$ cat config.mk
export PLATFORM = sky130hd
export DESIGN_NAME = prim_sync_filter
export DESIGN_NICKNAME = d
export VERILOG_FILES = /design/src/rtl/prim_sync_pkg.sv /design/src/rtl/prim_sync_filter_chan.sv /design/src/rtl/prim_sync_filter.sv
export SDC_FILE = /design/constraint.sdc
export NUM_CORES = 1
export LEC_CHECK = 0
export CAP_MARGIN = 25
export CORE_MARGIN = 2
export CORE_UTILIZATION = 30
export CTS_CLUSTER_DIAMETER = 150
export CTS_CLUSTER_SIZE = 16
export DETAILED_ROUTE_END_ITERATION = 8
export PLACE_DENSITY = 0.79
export SYNTH_ARGS = -nofsm -noshare
export SYNTH_HDL_FRONTEND = slang
export SYNTH_SLANG_ARGS = --single-unit
$ cat constraint.sdc
create_clock -name clk_i -period 0.8 [get_ports clk_i]
set_input_delay 0.16 -clock clk_i [delete_from_list [all_inputs] [get_ports clk_i]]
set_output_delay 0.16 -clock clk_i [all_outputs]
set_load 0.02 [all_outputs]
$ cat src/rtl/prim_sync_pkg.sv
// +----------------------------------------------------------------------------+
// | prim_sync_pkg                                                              |
// | Shared limits and counter sizing for the prim_sync_filter family.          |
// | Rev 1.0                                                                    |
// +----------------------------------------------------------------------------+
`default_nettype none

package prim_sync_pkg;

    localparam int unsigned c_min_stages        = 2;
    localparam int unsigned c_max_stages        = 4;
    localparam int unsigned c_max_filter_cycles = 255;

    // A bypassed filter still gets a 1-bit width so declarations stay legal.
    function automatic int unsigned cnt_width(input int unsigned filter_cycles);
        if (filter_cycles < 1) begin
            return 1;
        end
        return $clog2(filter_cycles + 1);
    endfunction

endpackage : prim_sync_pkg

`default_nettype wire

$ cat src/rtl/prim_sync_filter_chan.sv
// +----------------------------------------------------------------------------+
// | prim_sync_filter_chan                                                      |
// | One channel: synchroniser chain, glitch filter, optional edge detector.    |
// | Edge logic present only when PRIM_SYNC_FILTER_EDGE_EN is defined.          |
// | Rev 1.0                                                                    |
// +----------------------------------------------------------------------------+
`default_nettype none

module prim_sync_filter_chan
    import prim_sync_pkg::*;
#(
    parameter int unsigned Stages       = 2,
    parameter int unsigned FilterCycles = 0,
    parameter logic        ResetValue   = 1'b0
) (
    input  logic clk_i,
    input  logic rst_i,
    input  logic d_i,
    output logic q_o,
    output logic rise_o,
    output logic fall_o
);

    logic [Stages-1:0] chain_q;
    logic              sync_s;
    logic              w_level;

    always_ff @(posedge clk_i) begin
        if (rst_i) begin
            chain_q <= {Stages{ResetValue}};
        end else begin
            chain_q <= {chain_q[Stages-2:0], d_i};
        end
    end

    assign sync_s = chain_q[Stages-1];

    if (FilterCycles == 0) begin : g_bypass
        assign w_level = sync_s;
    end else begin : g_filter
        localparam int unsigned   CW     = cnt_width(FilterCycles);
        localparam logic [CW-1:0] c_last = CW'(FilterCycles - 1);

        logic [CW-1:0] cnt_q;
        logic [CW-1:0] cnt_d;
        logic          level_q;
        logic          level_d;

        // Any cycle of agreement throws away the partial count; ">=" keeps the
        // counter from ever climbing past its terminal value.
        always_comb begin
            cnt_d   = cnt_q;
            level_d = level_q;
            if (sync_s == level_q) begin
                cnt_d = '0;
            end else if (cnt_q >= c_last) begin
                level_d = sync_s;
                cnt_d   = '0;
            end else begin
                cnt_d = cnt_q + 1'b1;
            end
        end

        always_ff @(posedge clk_i) begin
            if (rst_i) begin
                cnt_q   <= '0;
                level_q <= ResetValue;
            end else begin
                cnt_q   <= cnt_d;
                level_q <= level_d;
            end
        end

        assign w_level = level_q;
    end

    assign q_o = w_level;

`ifdef PRIM_SYNC_FILTER_EDGE_EN
    logic prev_q;

    // Reset loads the same value as q_o so reset itself never produces a pulse.
    always_ff @(posedge clk_i) begin
        if (rst_i) begin
            prev_q <= ResetValue;
        end else begin
            prev_q <= w_level;
        end
    end

    assign rise_o = w_level & ~prev_q;
    assign fall_o = ~w_level & prev_q;
`else
    assign rise_o = 1'b0;
    assign fall_o = 1'b0;
`endif

endmodule : prim_sync_filter_chan

`default_nettype wire

$ cat src/rtl/prim_sync_filter.sv
// +----------------------------------------------------------------------------+
// | prim_sync_filter                                                           |
// | Width independent synchronise-and-filter channels with edge pulses.        |
// | Optional macro: PRIM_SYNC_FILTER_EDGE_EN (enables rise_o/fall_o).          |
// | Rev 1.0                                                                    |
// +----------------------------------------------------------------------------+
`default_nettype none

module prim_sync_filter
    import prim_sync_pkg::*;
#(
    parameter int unsigned       Width        = 16,
    parameter int unsigned       Stages       = 2,
    parameter int unsigned       FilterCycles = 0,
    parameter logic [Width-1:0]  ResetValue   = '0
) (
    input  logic             clk_i,
    input  logic             rst_i,
    input  logic [Width-1:0] d_i,
    output logic [Width-1:0] q_o,
    output logic [Width-1:0] rise_o,
    output logic [Width-1:0] fall_o
);

    if ((Stages < c_min_stages) || (Stages > c_max_stages)) begin : g_bad_stages
        $error("prim_sync_filter: Stages out of range 2..4");
    end

    if (FilterCycles > c_max_filter_cycles) begin : g_bad_filter
        $error("prim_sync_filter: FilterCycles out of range 0..255");
    end

    if (Width < 1) begin : g_bad_width
        $error("prim_sync_filter: Width must be at least 1");
    end

    for (genvar i = 0; i < Width; i++) begin : g_chan
        prim_sync_filter_chan #(
            .Stages       (Stages),
            .FilterCycles (FilterCycles),
            .ResetValue   (ResetValue[i])
        ) u_chan (
            .clk_i  (clk_i),
            .rst_i  (rst_i),
            .d_i    (d_i[i]),
            .q_o    (q_o[i]),
            .rise_o (rise_o[i]),
            .fall_o (fall_o[i])
        );
    end

endmodule : prim_sync_filter

`default_nettype wire

==> results.txt, run 1 <==
largest net degree at the start of global routing - 14
Leakage - 0.660 nW
initial antenna violation count - 0
Buf/Inv on CP - 1
Most flops, register - g_chan.u_chan.chain_q
Multi-input gate area - 320 sq um
CP max-delay cell - dfxtp_2
Fillers - 405
wire per inst - 8.38 um
pwr dens - 2110 nW/um^2
Die H - 68.0 um
post-synth cell types - 4
CP Depth - 1
TritonCTS clock tree - built
# clock sinks - 32
final setup margin - -0.0700 ns
Sequential Area - 661 sq um
Clock transition at path regs - 0.06 ns
DRC - 0
min Tclk post-route - 0.870 ns
Rows - 23
crit-path cells - buf_6
startpoint types - register
detailed-route via count - 576
Worst Path Required - 0.64 ns
# IOs - 66
number of global-route vias before repair - 526
Peak Freq - 1150 MHz
Synth Area per Inst - 10.6 sq um
DRT Wirelength - 1.57 mm
worst path arrival time - 0.71 ns
die width - 68.0 um
Yosys reg bits - 32
hold slack - 0.429 ns
clock root buffer - clkbuf_8
Crit. End Element - output port
clk buf depth - 2
cells on worst reg2reg path - 1
Slew Viols, Final - 0
max reg flops - 32
sequential area share after synthesis - 52.2%
CTS Buf Count - 5
total power - 3.14 mW
final-report hold violation count - 0
Die ar. - 4620 sq um
top cell type's share of synthesized area - 52.2%
CTS H-tree lvls - 2
DRT antenna net count - 0
outcome - finished with violations
Overflow after GRT - 0
synthesized area - 1230 sq um
gr usage total - 6.93%
Hold Crit Class - register to register
most frequent cells in the layout - 32 x nor2b_1, 32 x conb_1, 17 x clkdlybuf4s50_1
Core ar. - 3970 sq um
Final Wtd Congestion - 0.573
yosys synthesis warning count - 0
layout cells sized above 1 - 29.2%
Starting Density - 30.9%
Initial DRT Pass Iterations - 3
fin crit share - 109%
failing checks - negative setup slack
dpl ws - -0.267 ns
initial DRC count - 1
max incr delay on CP - 0.31 ns
critical path type - register to output port
I/O Buffers - 33
crit-path max FO - 1
area leader, netlist - dfxtp_1
max_cap viols - 0
post-CTS setup buffer count - 0
post-DP HPWL - 1.23 mm
Worst Skew - 0.00662 ns
Clk Latency, worst-skew pair - 0.27 ns
Top Registers - g_chan.u_chan.chain_q x32
worst hold path cell count - 1
Synth Instances - 116
Peak VDD IR - 0.862 mV
CP delay by family, top - flip-flops
area grow syn2layout - 21.0%
Final Setup Violations - 16
first-pass GRT wire length - 2.17 mm
# nets final - 157
unrepaired setup endpoints after global routing - yes
n_diodes - 0
drt via density - 3.08
Synth area leaders - dfxtp_1 52%, buf_4 31%, nor2b_1 16%, conb_1 0.31%
## per-layer routing
layer,vias up,wire [um],track usage (%)
met3,3,148,3.95
met5,-,0,0
met2,26,834,11.7
li1,307,-,-
met1,240,552,6.06
met4,0,32,5.25
## Yosys cell counts
| cell type | number |
|---|---|
| buf_4 | 51 |
| conb_1 | 1 |
| dfxtp_1 | 32 |
| nor2b_1 | 32 |
## repair_timing
action	CTS	global route
hold buffers	0	0
pin swaps	0	0
endpoints found under the setup margin	16	16
gates cloned	0	0
resized for setup	112	0
## path summary, 6_finish.rpt
path / start / end / slack, ns
worst max-delay path: g_chan[9].u_chan.chain_q[1]$_SDFF_PP0_ / q_o[9] / -0.07
worst min register to register: g_chan[14].u_chan.chain_q[0]$_SDFF_PP0_ / g_chan[14].u_chan.chain_q[1]$_SDFF_PP0_ / 0.43
worst min-delay path: g_chan[14].u_chan.chain_q[0]$_SDFF_PP0_ / g_chan[14].u_chan.chain_q[1]$_SDFF_PP0_ / 0.43
worst max register to register: g_chan[4].u_chan.chain_q[0]$_SDFF_PP0_ / g_chan[4].u_chan.chain_q[1]$_SDFF_PP0_ / 0.28
## through the flow
step / TNS (ns) / util, % / instances / area, sq um
floorplan: 0 / - / 147 / 1340
global placement: -10.97 / 34.7 / 182 / 1380
CTS: -1.26 / 37.4 / 187 / 1490
finish: -1.06 / 37.4 / 187 / 1490
detailed placement: -11.21 / 34.7 / 182 / 1380
global route: -1.42 / 37.4 / 187 / 1490
## area by class of cell
type / instances / area share (%)
sequential: 32 / 44.5
multi-input combinational: 64 / 21.6
tap: 50 / 4.21
timing repair buffer: 36 / 25.1
clock buffer: 5 / 4.63
## power breakdown
part	internal (mW)	switching [mW]
Clock	0.557	0.478
Sequential	1.68	0.0211
Combinational	0.176	0.232
Total	2.41	0.731
## kinds of logic after synthesis
| kind of cell | synth area share (%) |
|---|---|
| DFF | 52.2 |
| buffers and inverters | 31.2 |
| and+or+nand+nor | 16.3 |
| other | 0.306 |
No activity file was read; power rests on OpenSTA's default activity.
==> run 2: changes to the inputs <==
--- a/config.mk
+++ b/config.mk
@@ -8,9 +8,10 @@
 export CAP_MARGIN = 25
 export CORE_MARGIN = 2
-export CORE_UTILIZATION = 30
+export CORE_UTILIZATION = 34
+export CTS_BUF_LIST = sky130_fd_sc_hd__clkbuf_16
 export CTS_CLUSTER_DIAMETER = 150
 export CTS_CLUSTER_SIZE = 16
 export DETAILED_ROUTE_END_ITERATION = 8
-export PLACE_DENSITY = 0.79
+export PLACE_DENSITY = 0.86
 export SYNTH_ARGS = -nofsm -noshare
 export SYNTH_HDL_FRONTEND = slang
==> constraint.sdc (replaced) <==
create_clock -name clk_i -period 0.8 [get_ports clk_i]
set_input_delay 0.16 -clock clk_i [delete_from_list [all_inputs] [get_ports clk_i]]
set_output_delay 0.16 -clock clk_i [all_outputs]
set_load 0.1 [all_outputs]
==> run 2 against run 1 <==
  * Die area shrank 11%
  * Routed wire length grew 17%
  * Final area grew 15%
  * Clock power grew 62%
  * The flow still finishes with violations (negative setup slack)
  * Sequential share of layout area shrank 5.9 points
  * Fmax shrank 8.0%
  * Register-to-register slack is essentially flat
  * Critical path depth is the same
  * Largest cell class unchanged
  * Non-clock buffer count shrank 1
  * Sequential power is essentially flat
  * Highest routed layer unchanged
  * Global-route usage grew 1.7 points
  * Combinational power grew to 2.9 times the previous value
==> results.txt, run 2 (synthesis gave the netlist of run 1 again) <==
final-report hold violation count - 0
final setup margin - -0.146 ns
initial DRC count - 4
crit-path max FO - 1
metal2 WL - 1.03 mm
Clock transition at path regs - 0.05 ns
TritonCTS clock tree - built
Most flops, register - g_chan.u_chan.chain_q
area grow syn2layout - 39.6%
Clk Latency, worst-skew pair - 0.27 ns
# clock sinks - 32
CTS H-tree lvls - 2
max reg flops - 32
gr usage total - 8.60%
wire per inst - 9.91 um
DRT Wirelength - 1.83 mm
most frequent cells in the layout - 32 x nor2b_1, 32 x conb_1, 17 x buf_12
Final Setup Violations - 16
post-DP HPWL - 1.26 mm
Multi-input gate area - 320 sq um
Peak Freq - 1060 MHz
initial antenna violation count - 0
first-pass GRT wire length - 2.46 mm
failing checks - negative setup slack
Worst Skew - 0.00309 ns
Hold Crit Class - input port to register
met3 routed WL - 133 um
Sequential Area - 661 sq um
unrepaired setup endpoints after global routing - yes
CP max-delay cell - dfxtp_2
Overflow after GRT - 0
die width - 64.1 um
Starting Density - 36.2%
critical path type - register to output port
clock root buffer - clkbuf_16
wire length on met1 - 616 um
Core ar. - 3390 sq um
Slew Viols, Final - 0
Initial DRT Pass Iterations - 4
# nets final - 156
dpl ws - -0.247 ns
Buf/Inv on CP - 1
Final Wtd Congestion - 0.557
I/O Buffers - 33
total power - 4.60 mW
largest net degree at the start of global routing - 33
max incr delay on CP - 0.34 ns
drt via density - 3.28
pwr dens - 2690 nW/um^2
outcome - finished with violations
worst path arrival time - 0.79 ns
Peak VDD IR - 1.38 mV
n_diodes - 0
Leakage - 0.752 nW
clk buf depth - 2
DRT antenna net count - 0
Setup TNS - -2.14 ns
Fillers - 298
Crit. End Element - output port
uppermost layer routed - met4
crit-path cells - buf_12
# IOs - 66
CP delay by family, top - flip-flops
Rows - 21
min Tclk post-route - 0.946 ns
max_cap viols - 0
startpoint types - register
number of global-route vias before repair - 519
detailed-route via count - 606
fin crit share - 118%
Top Registers - g_chan.u_chan.chain_q x32
Die H - 64.1 um
Die ar. - 4110 sq um
Worst Path Required - 0.64 ns
post-CTS setup buffer count - 0
layout cells sized above 1 - 28.1%
DRC - 0
CTS Buf Count - 5
==> run 2: cell types whose count changed in the layout (fill, tap and decap cells not counted), moves of 2 or more <==
cell | previous run | this run
buf_12 | 0 | 17
buf_4 | 3 | 0
buf_6 | 16 | 0
clkbuf_16 | 0 | 6
clkbuf_8 | 5 | 0
inv_1 | 0 | 2
==> run 2: worst paths after layout <==
kind | endpoint | slack, ns | from | cells after the start
worst min register to register | g_chan[8].u_chan.chain_q[1]$_SDFF_PP0_ | 0.43 | g_chan[8].u_chan.chain_q[0]$_SDFF_PP0_ | 1
worst max register to register | g_chan[3].u_chan.chain_q[1]$_SDFF_PP0_ | 0.27 | g_chan[3].u_chan.chain_q[0]$_SDFF_PP0_ | 1
worst min-delay path | g_chan[10].u_chan.chain_q[1]$_SDFF_PP0_ | 0.36 | rst_i | 3
worst max-delay path | q_o[9] | -0.15 | g_chan[9].u_chan.chain_q[1]$_SDFF_PP0_ | 1
==> run 2: per-stage QoR <==
| stage | cell area [sq um] | hold WS, ns | std cells | util, % |
|---|---|---|---|---|
| after floorplan | 1340 | 0.232 | 147 | - |
| after global placement | 1530 | 0.419 | 176 | 45.1 |
| after detailed placement | 1530 | 0.427 | 176 | 45.1 |
| after CTS | 1690 | 0.438 | 184 | 49.7 |
| after global routing | 1710 | 0.393 | 185 | 50.5 |
| final | 1710 | 0.364 | 185 | 50.5 |
==> run 2: repair_timing <==
action                                  in CTS  in global routing
resized for setup                           16                  1
gates cloned                                 0                  1
endpoints found under the setup margin      16                 18
hold buffers                                 0                  0
==> run 2: power by group <==
part / internal (mW) / switching [mW]
clock: 1.11 / 0.571
sequential: 1.68 / 0.0369
combinational: 0.249 / 0.951
total: 3.04 / 1.56
==> run 2: area by class of cell <==
class / count / share of cell area [%]
Sequential cell: 32 / 38.6
Clock buffer: 5 / 7.30
Tap cell: 46 / 3.36
Clock inverter: 3 / 0.657
Multi-Input combinational cell: 64 / 18.7
Timing Repair Buffer: 35 / 31.4
==> run 2: layer usage <==
layer / global-route usage [%] / up-vias
met2: 15.5 / 31
met1: 7.25 / 263
met3: 3.35 / 5
li1: - / 307
met5: 0 / -
met4: 7.34 / 0
==> run 3: changes to the inputs <==
- ABC_AREA: unset -> 1
- CORE_UTILIZATION: 34 -> 35
- PLACE_DENSITY: 0.86 -> 0.87
- SKIP_LAST_GASP: unset -> 1
==> run 3 against run 2 <==
  * The run still ends with negative setup slack left
  * Sequential cell count stayed put
  * Register-to-register slack better by 0.03 ns
  * Fmax is 1.1% higher
  * Clock power is 2% higher
==> results.txt, run 3 <==
P_int - 3.04 mW
Synth Area per Inst - 8.64 sq um
clk buf depth - 2
DRC - 0
Post-synth EDFFs - 0
Most flops, register - g_chan.u_chan.chain_q
total power - 4.64 mW
hold slack - 0.354 ns
crit-path cells - buf_12
final setup margin - -0.136 ns
area leader, netlist - dfxtp_1
Crit. End Element - output port
number of global-route vias before repair - 583
Starting Density - 37.4%
outcome - finished with violations
share of flip-flops with an asynchronous set or reset - 0%
sequential cell fraction of total power - 37.0%
Die ar. - 4150 sq um
layout cells sized above 1 - 24.0%
clock power share - 37.0%
max_cap viols - 0
Rows - 21
Buf/Inv on CP - 1
post-synth cell types - 6
Peak Freq - 1070 MHz
Slew Viols, Final - 0
max incr delay on CP - 0.34 ns
clock root buffer - clkbuf_16
CP max-delay cell - dfxtp_2
crit-path max FO - 1
Yosys reg bits - 32
sequential area share after synthesis - 50.1%
Die H - 64.4 um
commonest cells in the netlist - 48 x buf_4, 32 x dfxtp_1, 32 x inv_1, 32 x nor2_1, 3 x buf_6
Leakage - 0.873 nW
Synth Instances - 148
worst path arrival time - 0.78 ns
Overflow after GRT - 0
Core ar. - 3420 sq um
largest net degree at the start of global routing - 33
wire per inst - 7.62 um
area grow syn2layout - 37.3%
Clk Latency, worst-skew pair - 0.27 ns
critical path startpoint - g_chan[4].u_chan.chain_q[1]$_SDFF_PP0_
post-CTS setup buffer count - 0
most used flip-flop cell after synthesis - dfxtp_1
TritonCTS clock tree - built
initial antenna violation count - 0
min Tclk post-route - 0.936 ns
# clock sinks - 32
Comb pwr share - 26.0%
hold_buf cts - 0
# IOs - 66
drt via density - 3.34
NetSw - 1.60 mW
initial DRC count - 12
Initial DRT Pass Iterations - 4
dpl ws - -0.241 ns
Worst Skew - 0.00305 ns
Clock transition at path regs - 0.05 ns
Net Sw Frac - 34.4%
fin crit share - 117%
DRT Wirelength - 1.65 mm
gr usage total - 7.92%
detailed-route via count - 724
die width - 64.4 um
top cell type's share of synthesized area - 50.1%
critical path type - register to output port
most frequent cells in the layout - 32 x inv_1, 32 x nor2_1, 32 x conb_1
first-pass GRT wire length - 2.39 mm
I/O Buffers - 33
min-delay src - rst_i
CTS H-tree lvls - 2
n_diodes - 0
DRT antenna net count - 0
CP delay by family, top - flip-flops
Peak VDD IR - 0.835 mV
Worst Path Required - 0.64 ns
yosys synthesis warning count - 0
Top Registers - g_chan.u_chan.chain_q x32
# nets final - 188
Synth area leaders - dfxtp_1 50%, buf_4 28%, inv_1 9.4%, nor2_1 9.4%, buf_6 2.6%
Final Wtd Congestion - 0.616
Util after Layout - 51.4%
CTS Buf Count - 5
startpoint types - register
max reg flops - 32
most common cell in the netlist - buf_4
post-DP HPWL - 1.22 mm
Hold Crit Class - input port to register
synthesized area - 1280 sq um
Reg2Reg Launch Point - g_chan[5].u_chan.chain_q[0]$_SDFF_PP0_
unrepaired setup endpoints after global routing - yes
final-report hold violation count - 0
Fillers - 327
failing checks - negative setup slack
Final Setup Violations - 16
pwr dens - 2640 nW/um^2
==> run 3: per-layer routing <==
metal / vias up / track usage (%) / share of wire (%)
li1: 373 / - / -
met1: 316 / 6.73 / 33
met2: 31 / 13.8 / 57
met3: 4 / 2.60 / 6.6
met4: 0 / 8.51 / 3.1
met5: - / 0 / 0
==> run 3: cell type report <==
class	instances	area, sq um	area share [%]
Clock buffer	5	125	7.13
Clock inverter	3	13.8	0.784
Inverter	32	120	6.84
Multi-Input combinational cell	64	240	13.7
Sequential cell	32	661	37.6
Tap cell	46	57.6	3.28
Timing Repair Buffer	35	538	30.6
==> run 3: logic make-up after synthesis <==
family / after synthesis / synth area share [%]
buffers and inverters: 83 / 40.2
flip-flops: 32 / 50.1
AND/OR/NAND/NOR: 32 / 9.39
other: 1 / 0.293
==> run 3: power by group through the flow <==
stage          combinational (mW)  sequential, mW  clock (mW)
5_1_grt                      1.25            1.72        1.83
4_1_cts                      1.19            1.72        1.75
2_1_floorplan                1.14            1.72           0
3_3_place_gp                 1.19            1.74           0
6_report                     1.21            1.72        1.72
3_5_place_dp                 1.19            1.74           0
==> run 3: metrics by stage <==
stage | TNS (ns) | area [sq um] | cells
3_5_place_dp | -7.48 | 1570 | 208
2_1_floorplan | 0 | 1400 | 179
5_1_grt | -2.36 | 1760 | 217
6_report | -2.05 | 1760 | 217
4_1_cts | -2.16 | 1730 | 216
3_3_place_gp | -7.34 | 1570 | 208
==> run 3: repair_timing <==
item                                    in CTS  in global routing
gates cloned                                 0                  1
resized for setup                           16                  1
endpoints found under the setup margin      16                 28
pin swaps                                    0                  0
==> run 3: final timing paths <==
check	to	slack, ns	cells after the start
hold / removal	g_chan[0].u_chan.chain_q[1]$_SDFF_PP0_	0.35	3
hold reg to reg	g_chan[8].u_chan.chain_q[1]$_SDFF_PP0_	0.39	2
setup reg to reg	g_chan[5].u_chan.chain_q[1]$_SDFF_PP0_	0.30	2
setup / recovery	q_o[4]	-0.14	1
